[src/rtl/pre_if_stage_pkg.sv]
// Shared constants, bus payload layouts and redirect priority helpers for the preIF stage.
package pre_if_stage_pkg;

   localparam int unsigned BR_BUS_LEN      = 34;
   localparam int unsigned PREIF_TO_IF_LEN = 112;
   localparam int unsigned IO_CNT_W        = 4;

   localparam logic [31:0] RESET_PC_DEFAULT = 32'h1C00_0000;
   localparam logic [14:0] ECODE_ADEF       = 15'h0008;
   localparam logic [8:0]  ESUBCODE_ADEF    = 9'h000;

   // Ordered so that a numerically larger level wins.
   typedef enum logic [1:0] {
      REDIR_NONE = 2'd0,
      REDIR_BR   = 2'd1,
      REDIR_ERTN = 2'd2,
      REDIR_EX   = 2'd3
   } redir_lvl_e;

   typedef struct packed {
      logic [31:0] target;
      logic        taken;
      logic        taken_cancel;
   } br_bus_t;

   typedef struct packed {
      logic [31:0] pc;
      logic [31:0] nextpc;
      logic        ex;
      logic [14:0] ex_code;
      logic [31:0] ex_vaddr;
   } preif_to_if_bus_t;

   function automatic redir_lvl_e redir_pulse_lvl(input logic wb_ex,
                                                  input logic ertn_flush,
                                                  input logic br_taken);
      if (wb_ex) begin
         return REDIR_EX;
      end else if (ertn_flush) begin
         return REDIR_ERTN;
      end else if (br_taken) begin
         return REDIR_BR;
      end
      return REDIR_NONE;
   endfunction

   // ADEF code as {esubcode, ecode} in the 15-bit ex_code field.
   function automatic logic [14:0] adef_ex_code();
      return ECODE_ADEF | {ESUBCODE_ADEF, 6'h00};
   endfunction

endpackage

[src/rtl/pre_if_redirect_buf.sv]
// Holds a redirect target that arrived while no handoff could take it, until the next handoff.
module pre_if_redirect_buf
   import pre_if_stage_pkg::*;
(
   input  logic        clk,
   input  logic        reset,
   input  redir_lvl_e  pulse_lvl,
   input  logic [31:0] pulse_target,
   input  logic        handoff,
   output logic        pulse_win_c,
   output logic        held_valid,
   output logic [31:0] held_target
);

   redir_lvl_e  held_lvl_q, held_lvl_d;
   logic [31:0] held_target_q, held_target_d;

   // A pulse only displaces a held redirect of equal or lower priority.
   assign pulse_win_c = (pulse_lvl != REDIR_NONE) && (pulse_lvl >= held_lvl_q);

   always_comb begin
      held_lvl_d    = held_lvl_q;
      held_target_d = held_target_q;
      if (handoff) begin
         held_lvl_d    = REDIR_NONE;
         held_target_d = 32'h0;
      end else if (pulse_win_c) begin
         held_lvl_d    = pulse_lvl;
         held_target_d = pulse_target;
      end
   end

   always_ff @(posedge clk or posedge reset) begin
      if (reset) begin
         held_lvl_q    <= REDIR_NONE;
         held_target_q <= 32'h0;
      end else begin
         held_lvl_q    <= held_lvl_d;
         held_target_q <= held_target_d;
      end
   end

   assign held_valid  = (held_lvl_q != REDIR_NONE);
   assign held_target = held_target_q;

endmodule

[src/rtl/pre_if_stage.sv]
// Pre-fetch stage: picks the next fetch PC, issues inst SRAM requests, tracks
// outstanding reads and hands the accepted PC (or an ADEF exception) to IF.
module pre_if_stage
   import pre_if_stage_pkg::*;
#(
   parameter int unsigned MAX_OUTSTANDING = 2,
   parameter logic [31:0] RESET_PC        = RESET_PC_DEFAULT
)
(
   input  logic                       clk,
   input  logic                       reset,
   output logic                       inst_sram_req,
   output logic                       inst_sram_wr,
   output logic [1:0]                 inst_sram_size,
   output logic [3:0]                 inst_sram_wstrb,
   output logic [31:0]                inst_sram_wdata,
   output logic [31:0]                inst_sram_addr,
   input  logic                       inst_sram_addr_ok,
   input  logic                       inst_sram_data_ok,
   input  logic [BR_BUS_LEN-1:0]      BR_BUS,
   input  logic                       wb_ex,
   input  logic                       ertn_flush,
   input  logic [31:0]                ex_entry,
   input  logic [31:0]                era,
   input  logic [31:0]                if_pc,
   input  logic                       IF_allowin,
   output logic                       preIF_to_IF_valid,
   output logic [PREIF_TO_IF_LEN-1:0] preIF_to_IF_BUS,
   output logic [IO_CNT_W-1:0]        IO_cnt
);

   br_bus_t          br_bus;
   redir_lvl_e       pulse_lvl;
   logic [31:0]      pulse_target;
   logic             pulse_win_c;
   logic             held_valid;
   logic [31:0]      held_target;
   logic [31:0]      nextpc_c;
   logic             adef_c;
   logic             req_c;
   logic             handshake_c;
   logic             adef_issue_c;
   logic             valid_c;
   preif_to_if_bus_t bus_c;

   logic                started_q, started_d;
   logic                ex_stall_q, ex_stall_d;
   logic [IO_CNT_W-1:0] io_cnt_q, io_cnt_d;
   logic [31:0]         preif_pc_q, preif_pc_d;

   logic unused_br_cancel;

   assign br_bus           = br_bus_t'(BR_BUS);
   assign unused_br_cancel = br_bus.taken_cancel;

   // Highest-priority redirect pulse of this cycle.
   always_comb begin
      pulse_lvl    = redir_pulse_lvl(wb_ex, ertn_flush, br_bus.taken);
      pulse_target = 32'h0;
      if (wb_ex) begin
         pulse_target = ex_entry;
      end else if (ertn_flush) begin
         pulse_target = era;
      end else if (br_bus.taken) begin
         pulse_target = br_bus.target;
      end
   end

   pre_if_redirect_buf u_redirect_buf (
      .clk          (clk),
      .reset        (reset),
      .pulse_lvl    (pulse_lvl),
      .pulse_target (pulse_target),
      .handoff      (valid_c),
      .pulse_win_c  (pulse_win_c),
      .held_valid   (held_valid),
      .held_target  (held_target)
   );

   always_comb begin
      nextpc_c = if_pc + 32'd4;
      if (pulse_win_c) begin
         nextpc_c = pulse_target;
      end else if (held_valid) begin
         nextpc_c = held_target;
      end
   end

   assign adef_c       = (nextpc_c[1:0] != 2'b00);
   assign req_c        = started_q & IF_allowin & ~adef_c & ~ex_stall_q
                         & (io_cnt_q < IO_CNT_W'(MAX_OUTSTANDING));
   assign handshake_c  = req_c & inst_sram_addr_ok;
   assign adef_issue_c = started_q & adef_c & IF_allowin & ~ex_stall_q;
   assign valid_c      = handshake_c | adef_issue_c;

   always_comb begin
      started_d  = 1'b1;
      ex_stall_d = ex_stall_q;
      io_cnt_d   = io_cnt_q;
      preif_pc_d = preif_pc_q;

      // Only a flush can restart fetch after an ADEF was handed off.
      if (wb_ex || ertn_flush) begin
         ex_stall_d = 1'b0;
      end else if (adef_issue_c) begin
         ex_stall_d = 1'b1;
      end

      case ({handshake_c, inst_sram_data_ok})
         2'b10:   io_cnt_d = io_cnt_q + IO_CNT_W'(1);
         2'b01:   io_cnt_d = (io_cnt_q == '0) ? io_cnt_q : io_cnt_q - IO_CNT_W'(1);
         default: io_cnt_d = io_cnt_q;
      endcase

      if (valid_c) begin
         preif_pc_d = nextpc_c;
      end
   end

   always_ff @(posedge clk or posedge reset) begin
      if (reset) begin
         started_q  <= 1'b0;
         ex_stall_q <= 1'b0;
         io_cnt_q   <= '0;
         preif_pc_q <= RESET_PC - 32'd4;
      end else begin
         started_q  <= started_d;
         ex_stall_q <= ex_stall_d;
         io_cnt_q   <= io_cnt_d;
         preif_pc_q <= preif_pc_d;
      end
   end

   always_comb begin
      bus_c.pc       = preif_pc_q;
      bus_c.nextpc   = nextpc_c;
      bus_c.ex       = adef_c;
      bus_c.ex_code  = adef_c ? adef_ex_code() : 15'h0;
      bus_c.ex_vaddr = adef_c ? nextpc_c : 32'h0;
   end

   assign inst_sram_req     = req_c;
   assign inst_sram_wr      = 1'b0;
   assign inst_sram_size    = 2'b10;
   assign inst_sram_wstrb   = 4'h0;
   assign inst_sram_wdata   = 32'h0;
   assign inst_sram_addr    = nextpc_c;
   assign preIF_to_IF_valid = valid_c;
   assign preIF_to_IF_BUS   = bus_c;
   assign IO_cnt            = io_cnt_q;

   // A response with nothing outstanding is a slave protocol violation.
   a_io_underflow: assert property (@(posedge clk) disable iff (reset)
      !(inst_sram_data_ok && (io_cnt_q == '0)));

endmodule
[config.mk]
export PLATFORM = sky130hd
export DESIGN_NAME = pre_if_stage
export DESIGN_NICKNAME = d
export VERILOG_FILES = /design/src/rtl/pre_if_stage_pkg.sv /design/src/rtl/pre_if_redirect_buf.sv /design/src/rtl/pre_if_stage.sv
export SDC_FILE = /design/constraint.sdc
export NUM_CORES = 1
export LEC_CHECK = 0
export BUFFER_PORTS_ARGS = -buffer_cell sky130_fd_sc_hd__buf_2
export CORE_AREA = 2 2 125 127
export CTS_BUF_LIST = sky130_fd_sc_hd__clkbuf_2
export CTS_CLUSTER_SIZE = 24
export DETAILED_ROUTE_END_ITERATION = 12
export DIE_AREA = 0 0 127 129
export PLACE_DENSITY = 0.67
export SLEW_MARGIN = 20
export SYNTH_ARGS = -nofsm -noshare
export SYNTH_HDL_FRONTEND = slang
export SYNTH_SLANG_ARGS = --single-unit
[constraint.sdc]
create_clock -name clk -period 4.1 [get_ports clk]
set_clock_uncertainty 0.15 [all_clocks]
set_input_delay 0.205 -clock clk [delete_from_list [all_inputs] [get_ports clk]]
set_output_delay 0.205 -clock clk [all_outputs]
set_load 0.02 [all_outputs]
## Word-level counts from Yosys, hierarchy flattened

Cells that the tools add are included.

- Register bits: 72
- Bits in latches: 0
- Memory bits (writable): 0
- ROM bits: 0
- Word-level logic and storage cells: 57
- Memories kept: 0

- Add/sub/neg operators: 3
- Multipliers: 0
- Div/mod/pow operators: 0
- Magnitude comparators: 2
- Eq/ne operators: 3
- Shifts and indexed selects: 0
- Muxes and demuxes: 22
- Bitwise gates (word level): 11
- Reductions and logical operators: 10

Operators with widths:

| cell | number |
|---|---|
| two-way mux 32 bit | 8 |
| adder 32 x 3 -> 32 bit, second input constant | 1 |
| two-way mux 2 bit | 6 |
| nonzero test 2 bit | 6 |
| bitwise AND 1 bit | 8 |
| two-way mux 4 bit | 2 |
| case mux 4 bit (2 select lines) | 1 |
| two-way mux 1 bit | 5 |
| adder 4 x 1 -> 4 bit, second input constant | 1 |
| logical NOT 4 bit | 1 |
| < comparator 4 x 2 -> 1 bit, second input constant | 1 |
| subtractor 4 x 1 -> 4 bit, second input constant | 1 |
| equality test 2 x 1 -> 1 bit, second input constant | 1 |
| equality test 2 bit, second input constant | 1 |
| >= comparator 2 bit | 1 |
| != test 2 bit, second input constant | 1 |
| NOT 1 bit | 2 |
| AND reduction 2 bit | 1 |
| logical AND 1 bit | 1 |
| logical OR 1 bit | 1 |
| OR 1 bit | 1 |

## Longest topological paths before layout

Gate-level depths: netlist (run 1).

- Depth after elaboration: 16
- Gate-level depth with buffers: 17

## Cells and area by module

Synthesis (run 1) repeated with hierarchy kept, for this count alone.

- Cells, all modules: 812
- Area, all modules: 6218.5 sq um

Modules (own cells, without submodules):

| module | instances | cells each | area each (sq um) | sequential area each (sq um) |
|---|---|---|---|---|
| pre_if_stage | 1 | 655 | 4628.2 | 983.4 |
| pre_if_redirect_buf | 1 | 157 | 1590.3 | 850.8 |

## Least setup slack after synthesis (run 1)

No wires, ideal clock.

- Kind: input -> register
- Start point: input wb_ex
- End point: register io_cnt_q[3] (netlist: IO_cnt[3])
- Setup time: 0.069 ns
- Data arrival time: 3.192 ns
- Data required time: 3.881 ns
- Setup slack: 0.689 ns
- Cell stages on the path: 17
- Path through: clkbuf_1 > clkbuf_1 > clkbuf_1 > nor2_1 > ha_1 > nand2b_1 > a21oi_1 > nor3_1 > a22oi_1 > nand2_1 > inv_1 > ha_1 > a21oi_1 > nand2_1 > nor4b_1 > nand2_1 > nand3_1

- Word-level cells in the longest chain between the ends: 14

Ends and longest elaborated chain:

| what | RTL line | text |
|---|---|---|
| from (decl) | pre_if_stage.sv:21 | `input logic wb_ex,` |
| two-way mux 2 bit or two-way mux 1 bit (tied branches) | pre_if_stage_pkg.sv:37 | `if (wb_ex) begin` |
| two-way mux 2 bit | pre_if_stage_pkg.sv:44 | `return REDIR_NONE;` |
| >= comparator 2 bit or nonzero test 2 bit (tied branches) | pre_if_redirect_buf.sv:19 | `assign pulse_win_c = (pulse_lvl != REDIR_NONE) && (pulse_lvl >= held_lvl_q);` |
| logical AND 1 bit | pre_if_redirect_buf.sv:19 |  |
| two-way mux 32 bit * | pre_if_stage.sv:82 | `if (pulse_win_c) begin` |
| nonzero test 2 bit * | pre_if_stage.sv:89 | `assign adef_c = (nextpc_c[1:0] != 2'b00);` |
| NOT 1 bit * | pre_if_stage.sv:90 | `assign req_c = started_q & IF_allowin & ~adef_c & ~ex_stall_q` |
| bitwise AND 1 bit * (2 in a row) | pre_if_stage.sv:90 |  |
| bitwise AND 1 bit * | pre_if_stage.sv:91 | `& (io_cnt_q < IO_CNT_W'(MAX_OUTSTANDING));` |
| bitwise AND 1 bit * | pre_if_stage.sv:92 | `assign handshake_c = req_c & inst_sram_addr_ok;` |
| equality test 2 x 1 -> 1 bit or equality test 2 bit (tied branches) | pre_if_stage.sv:109 | `case ({handshake_c, inst_sram_data_ok})` |
| != test 2 bit (no source line) or nonzero test 2 bit (tied branches) | -- |  |
| AND reduction 2 bit (no source line) | -- |  |
| to (signal assigned) | pre_if_stage.sv:129 | `io_cnt_q <= io_cnt_d;` |
| to (decl) | pre_if_stage.sv:48 | `logic [IO_CNT_W-1:0] io_cnt_q, io_cnt_d;` |

Every way passes the cells marked *; elsewhere a longest branch is shown, timed or not.
A chain may end at the register's enable or synchronous reset.

## Worst setup path in the final report (run 1)

- Start point: register u_redirect_buf.held_lvl_q[0]
- End point: output preIF_to_IF_BUS[73]

- Word-level cells in the longest chain between the ends: 3

Ends and longest elaborated chain:

| what | RTL line | text |
|---|---|---|
| from (decl) | pre_if_redirect_buf.sv:15 | `redir_lvl_e held_lvl_q, held_lvl_d;` |
| from (signal assigned) | pre_if_redirect_buf.sv:38 | `held_lvl_q <= held_lvl_d;` |
| >= comparator 2 bit or nonzero test 2 bit (tied branches) | pre_if_redirect_buf.sv:19, pre_if_redirect_buf.sv:43 |  |
| logical AND 1 bit or two-way mux 32 bit (tied branches) | pre_if_redirect_buf.sv:19, pre_if_stage.sv:84 |  |
| two-way mux 32 bit * | pre_if_stage.sv:82 |  |
| to (decl) | pre_if_stage.sv:28 | `output logic [PREIF_TO_IF_LEN-1:0] preIF_to_IF_BUS,` |

Marked as above.

==> results of run 1 <==
## area by class of cell
class / instances / area, µm² / share of cell area (%)
clock buffer: 11 / 55.1 / 0.747
sequential: 72 / 1830 / 24.9
clock inverter: 5 / 25.0 / 0.339
inverter: 45 / 170 / 2.31
multi-input combinational: 509 / 2960 / 40.1
antenna: 1 / 2.50 / 0.0339
timing repair buffer: 347 / 2090 / 28.4
tap: 188 / 235 / 3.19
## report_power, final
group	internal, mW	switching (mW)
sequential	1.14	0.197
combinational	1.30	2.65
clock	0.0799	0.269
## path summary, 6_finish.rpt
kind / startpoint / to / slack [ns] / cells past startpoint
max: u_redirect_buf.held_lvl_q[0] / preIF_to_IF_BUS[73] / 0.39 / 9
min: BR_BUS[25] / u_redirect_buf.held_target[23] / 0.04 / 5
max reg2reg: u_redirect_buf.held_lvl_q[0] / IO_cnt[3] / 0.82 / 13
min reg2reg: preif_pc_q[3] / preif_pc_q[3] / 0.35 / 2
max in group asynchronous: reset / preif_pc_q[22] / 2.76 / 4
min in group asynchronous: reset / u_redirect_buf.held_target[11] / 0.07 / 3
## sequential cells by signal (all words and copies together) (netlist names)
signal,flops
preif_pc_q,32
u_redirect_buf.held_target,32
IO_cnt,4
u_redirect_buf.held_lvl_q,2
ex_stall_q,1
started_q,1
## worst max-delay path, cell delays in order, from the launching register on
cell and delay, ns:
dfrtp_1 0.47, ha_1 0.30, nand2b_1 0.16, a21o_1 0.25, nand2_2 0.10, buf_4 0.36
nor3_1 0.16, nor4_1 0.64, inv_1 0.15, buf_2 0.20
## kinds of logic (layout without fill, tap and decap cells)
kind of cell,Yosys count,after routing
XOR/XNOR,27,27
AND/OR/NAND/NOR,235,235
other,2,55
buffers and inverters,176,408
multiplexers,7,7
AO/OA/AOI/OAI,180,180
adder cells (fa/ha/maj),6,6
flip-flops,72,72
## layer usage
| metal | up-vias | share of wire (%) | GRT usage (%) |
|---|---|---|---|
| met4 | 2 | 1.8 | 7.89 |
| met5 | - | 0.036 | 0 |
| li1 | 2880 | - | - |
| met1 | 2797 | 43 | 29.2 |
| met2 | 232 | 49 | 41.0 |
| met3 | 21 | 6.0 | 4.16 |
## placed cells by master, fill, tap and decap left out, types with 4 or more instances in the layout
| cell type | n |
|---|---|
| a221o_1 | 16 |
| dfstp_2 | 26 |
| clkinv_2 | 6 |
| ha_1 | 5 |
| xnor2_1 | 15 |
| xor2_1 | 12 |
| a222oi_1 | 6 |
| inv_1 | 44 |
| mux2_2 | 4 |
| buf_4 | 14 |
| buf_2 | 271 |
| clkbuf_2 | 11 |
| a221oi_1 | 14 |
| or3_1 | 5 |
| conb_1 | 54 |
| and3_1 | 5 |
| dfrtp_1 | 46 |
| nor2_1 | 93 |
| nor3_1 | 20 |
| dlygate4sd3_1 | 61 |
| a31oi_1 | 4 |
| a21oi_1 | 74 |
| a21boi_0 | 5 |
| o211ai_1 | 12 |
| nand4_1 | 5 |
| o211a_1 | 8 |
| nand3_1 | 19 |
| a22oi_1 | 9 |
| nand2_1 | 56 |
| nor4_1 | 7 |
| o21ai_0 | 18 |
## timing repair
item,4_1_cts,5_1_grt
endpoints found under the hold margin,86,0
hold buffers,61,0
setup buffers,0,0
## metrics by stage
step	hold WS, ns	instances	cell area (µm²)
5_1_grt	0.0199	1178	7370
4_1_cts	0.000639	1177	7370
2_1_floorplan	0.282	757	5750
3_3_place_gp	0.168	1100	6680
6_report	0.0437	1178	7370
3_5_place_dp	0.173	1100	6680
==> results.json, run 1 <==
{
  "clk_latency_ns": 0.56,
  "relSlewSlack_pct": 42.6,
  "nFillCells": 1499,
  "clk_path_buf_depth": 2,
  "antenna_left": 0,
  "fin_util_pct": 49.2,
  "power_mw": 5.64,
  "antenna_found_initial": 2,
  "cts_tree": "done",
  "grt_pass1_wl_um": 29600,
  "die_w_um": 127,
  "ys_top_cells_by_area": "dfrtp_1 21%, dfstp_2 12%, buf_4 12%",
  "htree_num_levels": 3,
  "synth_edf_count": 0,
  "wl_per_cell_um": 16.6,
  "coreArea_um2": 15000,
  "rsz0062_at_grt": "false",
  "p_per_area_nw_per_um2": 764,
  "worst_setup_path_start_kind": "register",
  "path_max_fanout": 35,
  "start_util_pct": 37.1,
  "port_buffers": 271,
  "die_h_um": 129,
  "synthMuxAreaShare_pct": 1.35,
  "yosys.area.top_type": "dfrtp_1",
  "die_area_um2": 16400,
  "yosys.area.top_type_share_pct": 20.7,
  "drcViolationCount": 0,
  "ys_types": 57,
  "ys_seq_area_share_pct": 33.0,
  "outcome": "finished, final reports clean",
  "cts.sink_count": 72,
  "cp-end-kind": "output pin",
  "grt_pass1_vias": 5587,
  "synth_common_cells": "95 x nor2_1, 87 x buf_4, 74 x a21oi_1, 57 x nand2_1, 46 x dfrtp_1",
  "synth_top_family_by_area": "compound AO/OA/AOI/OAI gates",
  "ys_ff_latch": 72,
  "crit_type": "reg2out",
  "grt_max_degree": 48,
  "syn_to_final_growth_pct": 32.7,
  "peakVddDrop_v": 0.000468,
  "vias_per_cell": 5.04,
  "syn_area_um2": 5560,
  "slew_viol_final": 0,
  "num_io_pins": 326,
  "cts_buffers": 9,
  "setup_viol": 0,
  "synth_cells": 705,
  "fin_ws_ns": 0.393,
  "std_cell_rows": 45,
  "dpl.hpwl_um": 14400,
  "drive_above_1_share_pct": 34.9,
  "tightest_slew_ns": 0.859,
  "yosys.area_share.simple_pct": 20.0,
  "period_needed_ns": 3.71,
  "hold_path.class": "in2reg",
  "syn_area_per_cell_um2": 7.88,
  "drt-total-wl_um": 19600,
  "synth_compound_area_share_pct": 21.8,
  "nets": 1127,
  "cts_resized": 0,
  "arrival_ns": 3.35,
  "synthXorXnorAreaFrac_pct": 4.25,
  "critPathRequiredTime_ns": 3.74,
  "drtIter0Drc": 429,
  "cts.clk_slew.worst_paths_ns": 0.21,
  "synth-async-reset-ratio_pct": 100,
  "track_usage_pct": 23.4,
  "post-place-ws_ns": 0.554,
  "yosys.area_share.adder_pct": 1.49,
  "synthMostInstantiatedCell": "nor2_1",
  "cts-root-buf": "clkbuf_2",
  "cap_violations": 0,
  "grt_remaining_overflow": 0,
  "yosys_warnings": 0,
  "tns_ns": 0,
  "p_leak_nw": 3.74,
  "first_pass_iters": 5,
  "gp_congestion": 0.820,
  "final-hold-violation-count": 0,
  "ys.flop_type": "dfrtp_1",
  "fmax_mhz": 270,
  "finalCritPeriodShare_pct": 90.4,
  "via_count": 5932
}
Note: power is estimated with default switching activity, not from simulation.
==> run 2, diff against run 1 <==
- CORE_AREA: 2 2 125 127 -> not set
- CORE_ASPECT_RATIO: not set -> 0.9
- CORE_MARGIN: not set -> 2
- CORE_UTILIZATION: not set -> 40
- DIE_AREA: 0 0 127 129 -> not set
- PLACE_DENSITY: 0.67 -> 0.69
- SYNTH_HIERARCHICAL: not set -> 1
==> results.json, run 2 <==
{
  "drt-total-wl_um": 20400,
  "tns_ns": 0,
  "synth_cells": 812,
  "ys_seq_area_share_pct": 29.5,
  "vias_per_cell": 5.20,
  "ys_top_cells_by_area": "dfrtp_1 19%, dfstp_2 11%, buf_4 11%",
  "cts.sink_count": 72,
  "critical-path-top-delay-family": "simple AND/OR/NAND/NOR gates",
  "hold_path.class": "in2reg",
  "grt_pass1_vias": 5922,
  "register_area_um2": 1830,
  "route.met3.wl_um": 1570,
  "nFillCells": 1544,
  "port_buffers": 271,
  "synth_edf_count": 0,
  "drive_above_1_share_pct": 32.8,
  "coreArea_um2": 15300,
  "outcome": "finished, final reports clean",
  "cts_resized": 0,
  "setup_viol": 0,
  "period_needed_ns": 3.85,
  "rsz0062_at_grt": "true",
  "clk_path_buf_depth": 2,
  "cp-end-kind": "output pin",
  "final_cell_mix": "271 x buf_2, 155 x nand2_1, 56 x o21ai_0",
  "cts_tree": "done",
  "worstPathCellList": "ha_1 -> nor3b_2 -> nor3_4 -> buf_12 -> or2_2 -> nor2_1 -> a32o_1 -> a311oi_1 -> inv_1 -> buf_2",
  "dpl.hpwl_um": 15700,
  "cp_num_buf_inv": 3,
  "dr.max_layer_used": "met4",
  "cts_buffers": 9,
  "syn_area_per_cell_um2": 7.66,
  "critPathRequiredTime_ns": 3.74,
  "cp.depth": 10,
  "drtIter0Drc": 448,
  "synth-async-reset-ratio_pct": 100,
  "num_io_pins": 326,
  "multi_input_area_um2": 3550,
  "ys_types": 68,
  "std_cell_rows": 43,
  "wl_met1_um": 9400,
  "htree_num_levels": 3,
  "slowest_stage": "a311oi_1",
  "syn_to_final_growth_pct": 26.8,
  "fin_ws_ns": 0.245,
  "peakVddDrop_v": 0.000448,
  "grt_max_degree": 70,
  "wl_per_cell_um": 16.1,
  "crit_type": "reg2out",
  "die_area_um2": 16600,
  "slew_viol_final": 0,
  "relSlewSlack_pct": 50.7,
  "worst_setup_path_start_kind": "register",
  "clk_latency_ns": 0.54,
  "worstRegToRegCells": 15,
  "final-hold-violation-count": 0,
  "cts.clk_slew.worst_paths_ns": 0.23,
  "ys_ff_latch": 72,
  "ys.flop_type": "dfrtp_1",
  "p_per_area_nw_per_um2": 783,
  "antenna_found_initial": 1,
  "p_leak_nw": 4.08,
  "track_usage_pct": 24.4,
  "path_max_fanout": 69,
  "yosys_warnings": 6,
  "start_util_pct": 40.6,
  "layout.cells.most_common": "buf_2",
  "die_h_um": 122,
  "antenna_left": 0,
  "fmax_mhz": 259,
  "gp_congestion": 0.910,
  "synthMostInstantiatedCell": "nand2_1",
  "tightest_slew_ns": 0.737,
  "via_count": 6607,
  "min_path_cells": 5,
  "grt_remaining_overflow": 0,
  "cts-root-buf": "clkbuf_2",
  "die_w_um": 135,
  "syn_area_um2": 6220,
  "grt_pass1_wl_um": 31300,
  "yosys.area.top_type": "dfrtp_1",
  "arrival_ns": 3.50,
  "nets": 1206,
  "post-place-ws_ns": 0.281,
  "power_mw": 6.18,
  "synth_common_cells": "155 x nand2_1, 88 x buf_4, 56 x o21ai_0, 47 x nor2_1, 46 x dfrtp_1",
  "cap_violations": 0,
  "yosys.area.top_type_share_pct": 18.5,
  "max_stage_delay_ns": 0.50,
  "met2_length_um": 9180,
  "drcViolationCount": 0,
  "first_pass_iters": 5,
  "finalCritPeriodShare_pct": 94.0
}
## run 2: changes by cell type after synthesis, moves of 14 or more
cell     before  now
a221o_1      16    2
mux2i_1       3   40
o21ai_0      18   56
nor2_1       95   47
a31oi_1       5   20
a21oi_1      74   20
nand2_1      57  155
a22oi_1       9   37
## run 2: through the flow
| step | area, µm² | hold slack, ns | cells | utilization [%] |
|---|---|---|---|---|
| final | 7890 | 0.0270 | 1271 | 51.4 |
| after global routing | 7890 | 0.0273 | 1271 | 51.4 |
| after CTS | 7890 | 0.00113 | 1270 | 51.4 |
| after detailed placement | 7290 | 0.203 | 1213 | 47.6 |
| after global placement | 7290 | 0.199 | 1213 | 47.6 |
| after floorplan | 6420 | 0.146 | 864 | - |
## run 2: worst paths after layout
path / startpoint / to / slack (ns)
max: u_redirect_buf/held_lvl_q[0] / preIF_to_IF_BUS[67] / 0.25
min: if_pc[1] / preif_pc_q[1] / 0.03
max reg2reg: u_redirect_buf/held_lvl_q[0] / IO_cnt[3] / 0.70
min reg2reg: preif_pc_q[16] / preif_pc_q[16] / 0.32
max in group asynchronous: reset / preif_pc_q[28] / 3.25
min in group asynchronous: reset / u_redirect_buf/held_target[7] / 0.13
## run 2: worst register-to-register path, stage by stage (launching register included)
cell      delay, ns
dfrtp_1        0.45
ha_1           0.29
nor3b_2        0.34
nor3_4         0.11
inv_1          0.13
a211oi_2       0.09
nor3_4         0.21
inv_2          0.10
nor2_1         0.27
nor2_1         0.11
ha_1           0.28
a21o_1         0.17
a21oi_1        0.22
nand2_1        0.09
a31oi_1        0.14
o221ai_1       0.15
## run 2: cells by family after synthesis
group                      Yosys count  share of synthesized area [%]
and+or+nand+nor                    309                           23.8
AOI/OAI and AO/OA                  191                           20.5
buffers and inverters              181                           16.8
DFF                                 72                           29.5
muxes                               40                           6.44
xor gates and xnor gates            11                           1.55
adders and majority gates            6                           1.33
other                                2                          0.121
## run 2: power by group
part	internal [mW]	switching (mW)	leakage (nW)	total (mW)
Sequential	1.11	0.180	0.842	1.29
Combinational	1.41	2.88	3.14	4.29
Clock	0.324	0.275	0.0998	0.599
Total	2.85	3.33	4.08	6.18
## run 2: what timing repair did
item | in CTS | in global routing
buffers inserted | 0 | 0
hold buffers | 41 | 0
endpoints found under the hold margin | 106 | 0
setup endpoints to repair | 0 | 4
## run 2: layout make-up
class | instances | area share (%)
Multi-Input combinational cell | 611 | 45.0
Timing Repair Buffer | 329 | 24.3
Sequential cell | 72 | 23.3
Tap cell | 202 | 3.20
Inverter | 40 | 1.90
Clock inverter | 6 | 1.67
Clock buffer | 10 | 0.635
Antenna cell | 1 | 0.0317
## run 2: metal layers
metal	vias up	GRT usage, %
met5	-	0
met4	0	5.53
met3	19	2.85
met2	315	38.9
met1	3073	35.5
li1	3200	-
==> run 3, diff against run 2 <==
- clock period: 4.1 -> 4.7 ns (I/O delays scaled with it)
==> results.json, run 3 (synthesis gave the netlist of run 2 again) <==
{
  "outcome": "finished, final reports clean",
  "nets": 1202,
  "worstRegToRegCells": 15,
  "hold_path.class": "in2reg",
  "min_path_cells": 5,
  "hp-start": "BR_BUS[19]",
  "slew_viol_final": 0,
  "layout.cells.most_common": "buf_2",
  "die_w_um": 135,
  "cts-root-buf": "clkbuf_2",
  "first_pass_iters": 5,
  "period_needed_ns": 4.00,
  "p_int_mw": 2.29,
  "cp_num_buf_inv": 3,
  "place_area_um2": 7230,
  "path_max_fanout": 32,
  "cpMostUsedCell": "buf_4",
  "cp.depth": 11,
  "fin_area_um2": 7770,
  "critical-path-top-delay-family": "simple AND/OR/NAND/NOR gates",
  "clk_path_buf_depth": 2,
  "cts_tree": "done",
  "final_cell_mix": "271 x buf_2, 155 x nand2_1, 56 x o21ai_0",
  "drtIter0Drc": 487,
  "antenna_found_initial": 2,
  "vias_per_cell": 5.13,
  "post-cts-setup-buffers": 0,
  "wl_per_cell_um": 16.0,
  "antenna_left": 0,
  "reg2reg_to": "IO_cnt[3]",
  "p_per_area_nw_per_um2": 671,
  "std_cell_rows": 43,
  "grt_max_degree": 62,
  "power_mw": 5.21,
  "relSlewSlack_pct": 35.8,
  "reg2reg_from": "u_redirect_buf/held_lvl_q[0]",
  "cts_resized": 0,
  "start_util_pct": 40.6,
  "cap_violations": 0,
  "clk_latency_ns": 0.55,
  "worst_setup_path_start_kind": "register",
  "track_usage_pct": 23.8,
  "power.share.switching_pct": 56.1,
  "p_leak_nw": 4.01,
  "seqPwrFrac_pct": 21.6,
  "final-hold-violation-count": 0,
  "grt_remaining_overflow": 0,
  "cts.clk_slew.worst_paths_ns": 0.25,
  "gp_congestion": 0.923,
  "dpl.hpwl_um": 15700,
  "die_h_um": 122,
  "coreArea_um2": 15300,
  "tightest_slew_ns": 0.957,
  "peakVddDrop_v": 0.000376,
  "critPathRequiredTime_ns": 4.32,
  "arrival_ns": 3.62,
  "drive_above_1_share_pct": 32.4,
  "grt_pass1_wl_um": 30500,
  "drcViolationCount": 0,
  "fin_util_pct": 50.6,
  "r2r_setup_slack_ns": 0.99,
  "htree_num_levels": 3,
  "holdPathEnd": "u_redirect_buf/held_target[17]",
  "finalCritPeriodShare_pct": 85.1,
  "worstPathCellList": "ha_1 -> nor3b_2 -> nor3_4 -> buf_4 -> nor2_1 -> buf_4 -> nand2_1 -> a31oi_1 -> a41oi_1 -> a21oi_1 -> buf_2",
  "cp-end-kind": "output pin",
  "grt_pass1_vias": 5729,
  "syn_to_final_growth_pct": 24.9,
  "via_count": 6500,
  "slowest_stage": "nor2_1",
  "drt-total-wl_um": 20300,
  "p_clk_share_pct": 7.4,
  "fmax_mhz": 250,
  "combPwrFrac_pct": 71.0,
  "p_sw_mw": 2.92,
  "tns_ns": 0,
  "die_area_um2": 16600,
  "cts_buffers": 9,
  "crit_type": "reg2out",
  "rsz0062_at_grt": "false",
  "port_buffers": 271,
  "num_io_pins": 326,
  "setup_viol": 0,
  "max_stage_delay_ns": 0.58,
  "hold_buffers": 41,
  "cts.sink_count": 72
}
-- run 3: through the flow --
stage / setup WS, ns / std cells / hold slack (ns)
after floorplan: 0.412 / 864 / 0.176
after global placement: 0.789 / 1209 / 0.226
after detailed placement: 0.648 / 1209 / 0.230
after CTS: 0.702 / 1266 / 0.000429
after global routing: 0.441 / 1268 / 0.0138
final: 0.699 / 1268 / 0.00949
-- run 3: power groups by stage --
stage | Sequential (mW) | Combinational [mW] | Clock (mW)
finish | 1.12 | 3.70 | 0.388
global route | 1.16 | 4.01 | 0.425
detailed placement | 1.14 | 3.67 | 0
CTS | 1.12 | 3.71 | 0.398
global placement | 1.13 | 3.63 | 0
floorplan | 1.30 | 2.62 | 0
-- run 3: worst max path at each step --
stage                                             from  slack [ns]                   to
after floorplan                              BR_BUS[1]        0.41            IO_cnt[3]
after global routing      u_redirect_buf/held_lvl_q[0]        0.44  preIF_to_IF_BUS[20]
final                     u_redirect_buf/held_lvl_q[0]        0.70  preIF_to_IF_BUS[20]
after global placement                       BR_BUS[1]        0.79            IO_cnt[3]
after detailed placement                     BR_BUS[1]        0.65            IO_cnt[3]
after CTS                 u_redirect_buf/held_lvl_q[0]        0.70  preIF_to_IF_BUS[20]
-- run 3: cell type report --
class / instances / area (µm²)
tap: 202 / 253
clock inverter: 7 / 77.6
timing repair buffer: 325 / 1860
fill: 1567 / 7570
antenna: 2 / 5.00
multi-input combinational: 611 / 3540
clock buffer: 9 / 45.0
sequential: 72 / 1830
inverter: 40 / 150
-- run 3: per-layer routing --
metal  share of wire, %  vias to the layer above  GRT usage (%)
met3                7.2                       14           2.56
met1                 48                     3001           35.1
met5                  0                        -              0
met2                 44                      298           37.3
li1                   -                     3187              -
met4               0.93                        0           6.12
-- run 3: worst min-delay path: cells and delay by family --
kind                   cells  cell delay [ns]
AND/OR/NAND/NOR            1             0.05
buffers and inverters      1             0.07
multiplexers               1             0.12
AO/OA/AOI/OAI              2             0.23
